--- src/rtl/grid_move_ctrl.sv ---
// Grid movement controller: owns the player position, paces each step with a
// down-counting timer and reports accepted, finished and refused moves.
module grid_move_ctrl #(
  parameter int MAP_WIDTH   = 8,
  parameter int MAP_HEIGHT  = 8,
  parameter int START_X     = 0,
  parameter int START_Y     = 0,
  parameter int MOVE_CYCLES = 4
) (
  input  logic       clk,
  input  logic       rst,
  input  logic       en,
  input  logic [3:0] key_dir,
  input  logic [3:0] allow,
  output logic [3:0] pos_x,
  output logic [3:0] pos_y,
  output logic [3:0] move_dir,
  output logic       moving,
  output logic       move_done,
  output logic       blocked,
  output logic [7:0] step_count
);

  // state   | meaning
  // IDLE    | waiting for a single-direction request
  // MOVE    | step in progress, timer counts down to 0
  // BLOCKED | request refused, waiting for key_dir to change
  typedef enum logic [1:0] {IDLE, MOVE, BLOCKED} state_t;

  localparam logic [3:0]  X_MAX  = 4'(MAP_WIDTH - 1);
  localparam logic [3:0]  Y_MAX  = 4'(MAP_HEIGHT - 1);
  localparam logic [15:0] T_LOAD = 16'(MOVE_CYCLES - 1);

  state_t      state, state_nxt;
  logic [15:0] timer, timer_nxt;
  logic [3:0]  latched_dir, latched_dir_nxt;
  logic [3:0]  pos_x_nxt, pos_y_nxt, move_dir_nxt;
  logic        moving_nxt, move_done_nxt, blocked_nxt;
  logic [7:0]  step_count_nxt;
  logic        req_valid, in_range, permitted;

  assign req_valid = en && $onehot(key_dir);

  // Defensive map-edge check on top of the external allow mask
  always_comb begin
    in_range = 1'b0;
    case (key_dir)
      4'b1000: in_range = (pos_x < X_MAX);
      4'b0100: in_range = (pos_y != 4'd0);
      4'b0010: in_range = (pos_y < Y_MAX);
      4'b0001: in_range = (pos_x != 4'd0);
      default: in_range = 1'b0;
    endcase
  end

  assign permitted = (|(key_dir & allow)) && in_range;

  always_comb begin
    state_nxt       = state;
    timer_nxt       = timer;
    latched_dir_nxt = latched_dir;
    pos_x_nxt       = pos_x;
    pos_y_nxt       = pos_y;
    move_dir_nxt    = move_dir;
    moving_nxt      = moving;
    move_done_nxt   = 1'b0;
    blocked_nxt     = 1'b0;
    step_count_nxt  = step_count;
    case (state)
      IDLE: begin
        if (req_valid) begin
          if (permitted) begin
            case (key_dir)
              4'b1000: pos_x_nxt = pos_x + 4'd1;
              4'b0001: pos_x_nxt = pos_x - 4'd1;
              4'b0010: pos_y_nxt = pos_y + 4'd1;
              default: pos_y_nxt = pos_y - 4'd1;
            endcase
            move_dir_nxt = key_dir;
            moving_nxt   = 1'b1;
            timer_nxt    = T_LOAD;
            if (step_count != 8'hFF) step_count_nxt = step_count + 8'd1;
            state_nxt    = MOVE;
          end else begin
            blocked_nxt     = 1'b1;
            latched_dir_nxt = key_dir;
            state_nxt       = BLOCKED;
          end
        end
      end
      MOVE: begin
        if (timer != 16'd0) begin
          timer_nxt = timer - 16'd1;
        end else begin
          moving_nxt    = 1'b0;
          move_dir_nxt  = 4'd0;
          move_done_nxt = 1'b1;
          state_nxt     = IDLE;
        end
      end
      BLOCKED: begin
        if (key_dir != latched_dir) state_nxt = IDLE;
      end
      default: state_nxt = IDLE;
    endcase
  end

  always_ff @(posedge clk) begin
    if (rst) begin
      state       <= IDLE;
      timer       <= 16'd0;
      latched_dir <= 4'd0;
      pos_x       <= 4'(START_X);
      pos_y       <= 4'(START_Y);
      move_dir    <= 4'd0;
      moving      <= 1'b0;
      move_done   <= 1'b0;
      blocked     <= 1'b0;
      step_count  <= 8'd0;
    end else begin
      state       <= state_nxt;
      timer       <= timer_nxt;
      latched_dir <= latched_dir_nxt;
      pos_x       <= pos_x_nxt;
      pos_y       <= pos_y_nxt;
      move_dir    <= move_dir_nxt;
      moving      <= moving_nxt;
      move_done   <= move_done_nxt;
      blocked     <= blocked_nxt;
      step_count  <= step_count_nxt;
    end
  end

endmodule

--- config.mk ---
export PLATFORM = sky130hd
export DESIGN_NAME = grid_move_ctrl
export DESIGN_NICKNAME = d
export VERILOG_FILES = /design/src/rtl/grid_move_ctrl.sv
export SDC_FILE = /design/constraint.sdc
export NUM_CORES = 1
export LEC_CHECK = 0
export CELL_PAD_IN_SITES_DETAIL_PLACEMENT = 0
export CELL_PAD_IN_SITES_GLOBAL_PLACEMENT = 1
export CORE_MARGIN = 3
export CORE_UTILIZATION = 45
export CTS_CLUSTER_SIZE = 20
export DETAILED_ROUTE_END_ITERATION = 10
export GPL_TIMING_DRIVEN = 0
export HOLD_SLACK_MARGIN = 0.05
export PLACE_DENSITY = 0.86
export SLEW_MARGIN = 20
export SYNTH_ARGS = -nofsm -noshare
export SYNTH_HDL_FRONTEND = slang
export SYNTH_SLANG_ARGS = --single-unit
--- constraint.sdc ---
create_clock -name clk -period 4.4 [get_ports clk]
set_input_delay 0.44 -clock clk [delete_from_list [all_inputs] [get_ports clk]]
set_output_delay 0.44 -clock clk [all_outputs]
set_load 0.05 [all_outputs]
======== Word-level counts from Yosys, hierarchy flattened ========
Cells that the tools add are included.
word-level totals
  register bits after elaboration ......... 45
operators by class
  $add $sub $neg .......................... 9
  magnitude comparators ................... 2
  eq/ne operators ......................... 14
  muxes and demuxes ....................... 22
  bitwise gates (word level) .............. 6
  reduce and logical (&&, ||, !) cells .... 19
operators with widths
  kind                     count
  $mux W16                 3
  $pmux W16 S2             1
  $pmux W4 S2              3
  $reduce_and A4 Y1        5
  $reduce_bool A16 Y1      1
  $sub A16 B1 Y16 const B  1
  $mux W4                  3
  $ne A2 B2 Y1 const B     5
  $add A4 B1 Y4 const B    2
  $add A8 B1 Y8 const B    1
  $lt A4 B3 Y1 const B     2
  $mux W2                  4
  $ne A8 B8 Y1 const B     1
  $reduce_bool A4 Y1       2
  $sub A4 B1 Y4 const B    2
  $pmux W2 S3              1
  $reduce_and A3 Y1        2
  $mux W1                  5
  $not A1 Y1               5
  $add A1 B1 Y2            2
  $and A4 B4 Y4            1
  $eq A4 B1 Y1 const B     1
  $eq A4 B2 Y1 const B     1
  $eq A4 B3 Y1 const B     1
  other kinds (14)         17

======== Depth between registers and ports, before layout ========
  depth after elaboration ................. 6
  depth in mapped cells ................... 13

======== Worst setup path after synthesis ========
OpenSTA, ideal clock, no wires.
  kind .................................... in2reg
  from .................................... input port key_dir[3]
  to ...................................... register pos_x[3]
  library setup time ...................... 0.121 ns
  data arrival time ....................... 2.974 ns
  setup slack ............................. 1.305 ns
  stages on the path ...................... 12
  cells stage by stage .................... buf_4 > inv_1 > fa_1 > inv_1 > ha_1 > ha_1 > nand4bb_1 > a2111o_1 > a21o_4 > buf_6 > nor3_1 > mux2_2
on the way
  longest elaborated chain between the ends .. 5
  elaborated cells on any way between the ends .. 15
  classes of those cells .................. add/sub (2); eq/ne (5); mux (2); bitwise (1); reduce/logical (5)
RTL lines
  what                                 line  source
  start, declared                      13    input logic [3:0] key_dir,
  $add A1 B1 Y2 (implied by the code)  42    assign req_valid = en && $onehot(key_dir);
  $add A2 B2 Y3 (implied by the code)  42
  $eq A3 B1 Y1                         42
  $logic_and A1 B1 Y1                  42
  $reduce_and A4 Y1 (no line)          n/a
  end signal, assigned                 113   pos_x <= 4'(START_X);
  end signal, assigned                 124   pos_x <= pos_x_nxt;
  end, declared                        15    output logic [3:0] pos_x,
Parallel ways exist; a longest one is shown, timed or not.
A chain may end at the register's enable or synchronous reset.

======== Worst setup path after layout ========
  from .................................... input port key_dir[0]
  to ...................................... register timer[1]
on the way
  longest elaborated chain between the ends .. 6
  elaborated cells on any way between the ends .. 15
  classes of those cells .................. add/sub (2); eq/ne (7); mux (1); bitwise (1); reduce/logical (4)
RTL lines
  what                                 line  source
  $add A1 B1 Y2 (implied by the code)  42
  $add A2 B2 Y3 (implied by the code)  42
  $eq A3 B1 Y1                         42
  $logic_and A1 B1 Y1                  42
  $ne A2 B2 Y1 (no line)               n/a
  $reduce_and A4 Y1 (no line) *        n/a
  end signal, assigned                 122   timer <= timer_nxt;
  end, declared                        35    logic [15:0] timer, timer_nxt;
Mark *: on every way between the ends. The rest lies on a longest branch, timed or not.

==> flow_summary.yaml <==
outcome:
  run_status: "complete, no violations"
routing:
  avgViaCountPerCell: 5.794
  drc: 0
  wl_per_cell_um: 15.53
  dr.pass1.iters: 4
  vias: 2329
  final_antenna_net_count: 0
  drtIter0Drc: 107
  routed_wl_um: 6243
sta:
  setup_violations: 0
  worstMarginPinSlew_ns: 0.9379
  finalClockSkew_ns: 0.008641
  relSlewSlack: 0.3690
  slew_violations: 0
  fmax_ghz: 0.2750
  period_share: 0.8264
  hold_viol_final: 0
  tns_ns: 0
  rsz0062_at_grt: "no"
  fin_crit_ns: 3.636
setup_path:
  arrival_ns: 3.85
  cp-end-kind: "register"
  path_cells: "clkdlybuf4s50_1, inv_1, fa_1, inv_1, ha_1, ha_1, nand4bb_1, a2111o_1, a21oi_1, buf_2, nor3_1, a311oi_1"
  max_stage_delay_ns: 0.62
  cp_slowest_cell: "clkdlybuf4s50_1"
  cp_max_fo: 10
  cp.required_ns: 4.62
  cp.buffers_inverters: 4
  critPathTopFamily: "buffers and inverters"
  worst-setup-path-type: "in2reg"
  critPathLaunchType: "input pin"
clocking:
  cts_setup_buffers: 0
  cts.htree.levels: 2
  cts.path.max_buffers: 2
  cts_tree: "built"
  clkLatencyLatePin_ns: 0.30
  cts-resized-gates: 0
  ctsRootBufferMaster: "clkbuf_8"
  path_clk_slew_ns: 0.09
  holdBufCountCts: 0
  cts_sinks: 45
  numCtsBuffers: 5
power:
  total_power_uw: 767.3
  leakagePower_uw: 0.001056
  powerDensity_nw_per_um2: 250.5
  ir_drop_mv: 0.2162
floorplan:
  initial_core_util: 0.4856
  core_area_um2: 5303
  die_h_um: 81.65
  io_pins: 34
  dieArea_um2: 6666
  rows: 26
  fp.dieW_um: 81.65
place:
  numPortBuffers: 31
  dpl.hpwl_um: 4453
  place_area_um2: 2973
  gp_congestion: 0.8158
grt:
  antenna_found_initial: 0
  grt_pass1_wl_um: 10650
  grt_usage: 0.2047
  grt_pass1_vias: 2227
  grt_max_degree: 16
  gr-total-overflow: 0
synth:
  synth_cell_type_count: 56
  synth_edf_count: 0
  dominantRegCellSynth: "dfxtp_1"
  ys_async_sr_fraction: 0
  ys_warn_count: 0
  ys_ff_latch: 45
  synth_cells: 293
  synth_compound_area_frac: 0.1983
  synth_top_family_by_area: "simple AND/OR/NAND/NOR gates"
  avgSynthCellArea_um2: 8.788
  synth_xor_area_frac: 0.02721
  syn_nets: 319
  ys_seq_area_frac: 0.3499
  synthAdderAreaFrac: 0.08163
  netlist_area_um2: 2575
  muxShareOfSynthArea: 0.04470
  yosys.area_share.simple: 0.2478
finish:
  area_growth_pct: 18.95
  final_common_cell: "dfxtp_1"
  antenna_cells: 0
  fin_util: 0.5776
  fin_area_um2: 3063
  drive_above_1_share: 0.08434
  fin_nets: 357
  layout_common_cells: "dfxtp_1 (45), clkdlybuf4s50_1 (31), a21oi_1 (27)"
flow_run:
  maxCapViolCount: 0
min_path:
  hold_class: "in2reg"
## layer usage
metal | track usage | share of wire
met3 | 0.04276 | 0.046
met5 | 0 | 0
met1 | 0.2868 | 0.50
met4 | 0.04651 | 0.0096
met2 | 0.3241 | 0.44
## report_power, final
| part | switching (uW) | internal [uW] | total, uW |
|---|---|---|---|
| Sequential | 4.32 | 412 | 416 |
| Combinational | 48.7 | 36.4 | 85.1 |
| Clock | 153 | 113 | 266 |
## worst paths after layout
| kind | start | endpoint | slack (ns) | cells after the start |
|---|---|---|---|---|
| min reg2reg | move_dir[0] | move_dir[0] | 0.47 | 2 |
| max reg2reg | timer[0] | timer[9] | 2.24 | 8 |
| min | key_dir[3] | move_dir[3] | 0.45 | 3 |
| max | key_dir[0] | timer[1] | 0.76 | 12 |
## cells by family (layout without fill, tap and decap cells)
kind of cell,Yosys count,in the layout
and+or+nand+nor,111,111
AOI/OAI and AO/OA,74,74
DFF,45,45
buffers and inverters,29,68
adders and majority gates,15,15
muxes,11,11
xor gates and xnor gates,8,8
## flip-flops by register name (all words and copies together) (netlist names)
name	flops
blocked	1
pos_y	4
move_done	1
pos_x	4
moving	1
timer	16
latched_dir	4
state	2
step_count	8
move_dir	4
## tightest hold or removal path: stages
cell,delay (ns)
buf_4,0.16
nand2_1,0.06
a21oi_1,0.05
## per-stage QoR
stage / hold WS (ns) / setup slack, ns / instances
2_1_floorplan: 0.4501 / 1.305 / 293
5_1_grt: 0.4616 / 0.5649 / 402
3_5_place_dp: 0.4595 / 0.4462 / 394
3_3_place_gp: 0.4559 / 0.4898 / 394
4_1_cts: 0.4488 / 0.7477 / 402
6_report: 0.4484 / 0.7637 / 402
## synthesized netlist by cell type, types with 2 or more instances
cell / n / area share
nand2_1: 14 / 0.020
a21o_1: 2 / 0.0058
mux2i_1: 7 / 0.027
fa_1: 3 / 0.023
nor4_1: 9 / 0.022
nand3_1: 21 / 0.041
xnor2_1: 6 / 0.020
nor2_1: 14 / 0.020
nor4b_1: 2 / 0.0068
clkbuf_1: 9 / 0.013
dfxtp_1: 45 / 0.35
a211oi_1: 4 / 0.012
inv_1: 12 / 0.017
buf_2: 4 / 0.0078
mux2_2: 4 / 0.017
buf_4: 2 / 0.0058
nand2b_1: 18 / 0.044
nor3_1: 10 / 0.019
a311oi_1: 8 / 0.027
ha_1: 12 / 0.058
nor2b_1: 6 / 0.015
a21oi_1: 27 / 0.052
nor3b_1: 2 / 0.0058
or4_1: 3 / 0.0087
or3_1: 2 / 0.0049
a31oi_1: 8 / 0.019
o21ai_0: 6 / 0.012
a22oi_1: 3 / 0.0087
o311ai_0: 2 / 0.0068
xor2_1: 2 / 0.0068
## final cells by class
cell class,count,area (um^2)
clock inverter,3,21.27
multi-input combinational,219,1544
inverter,12,45.04
buffer,17,85.08
fill,511,2240
timing repair buffer,31,310.3
clock buffer,5,68.82
sequential,45,900.9
tap,70,87.58
(Power assumes the default switching activity.)
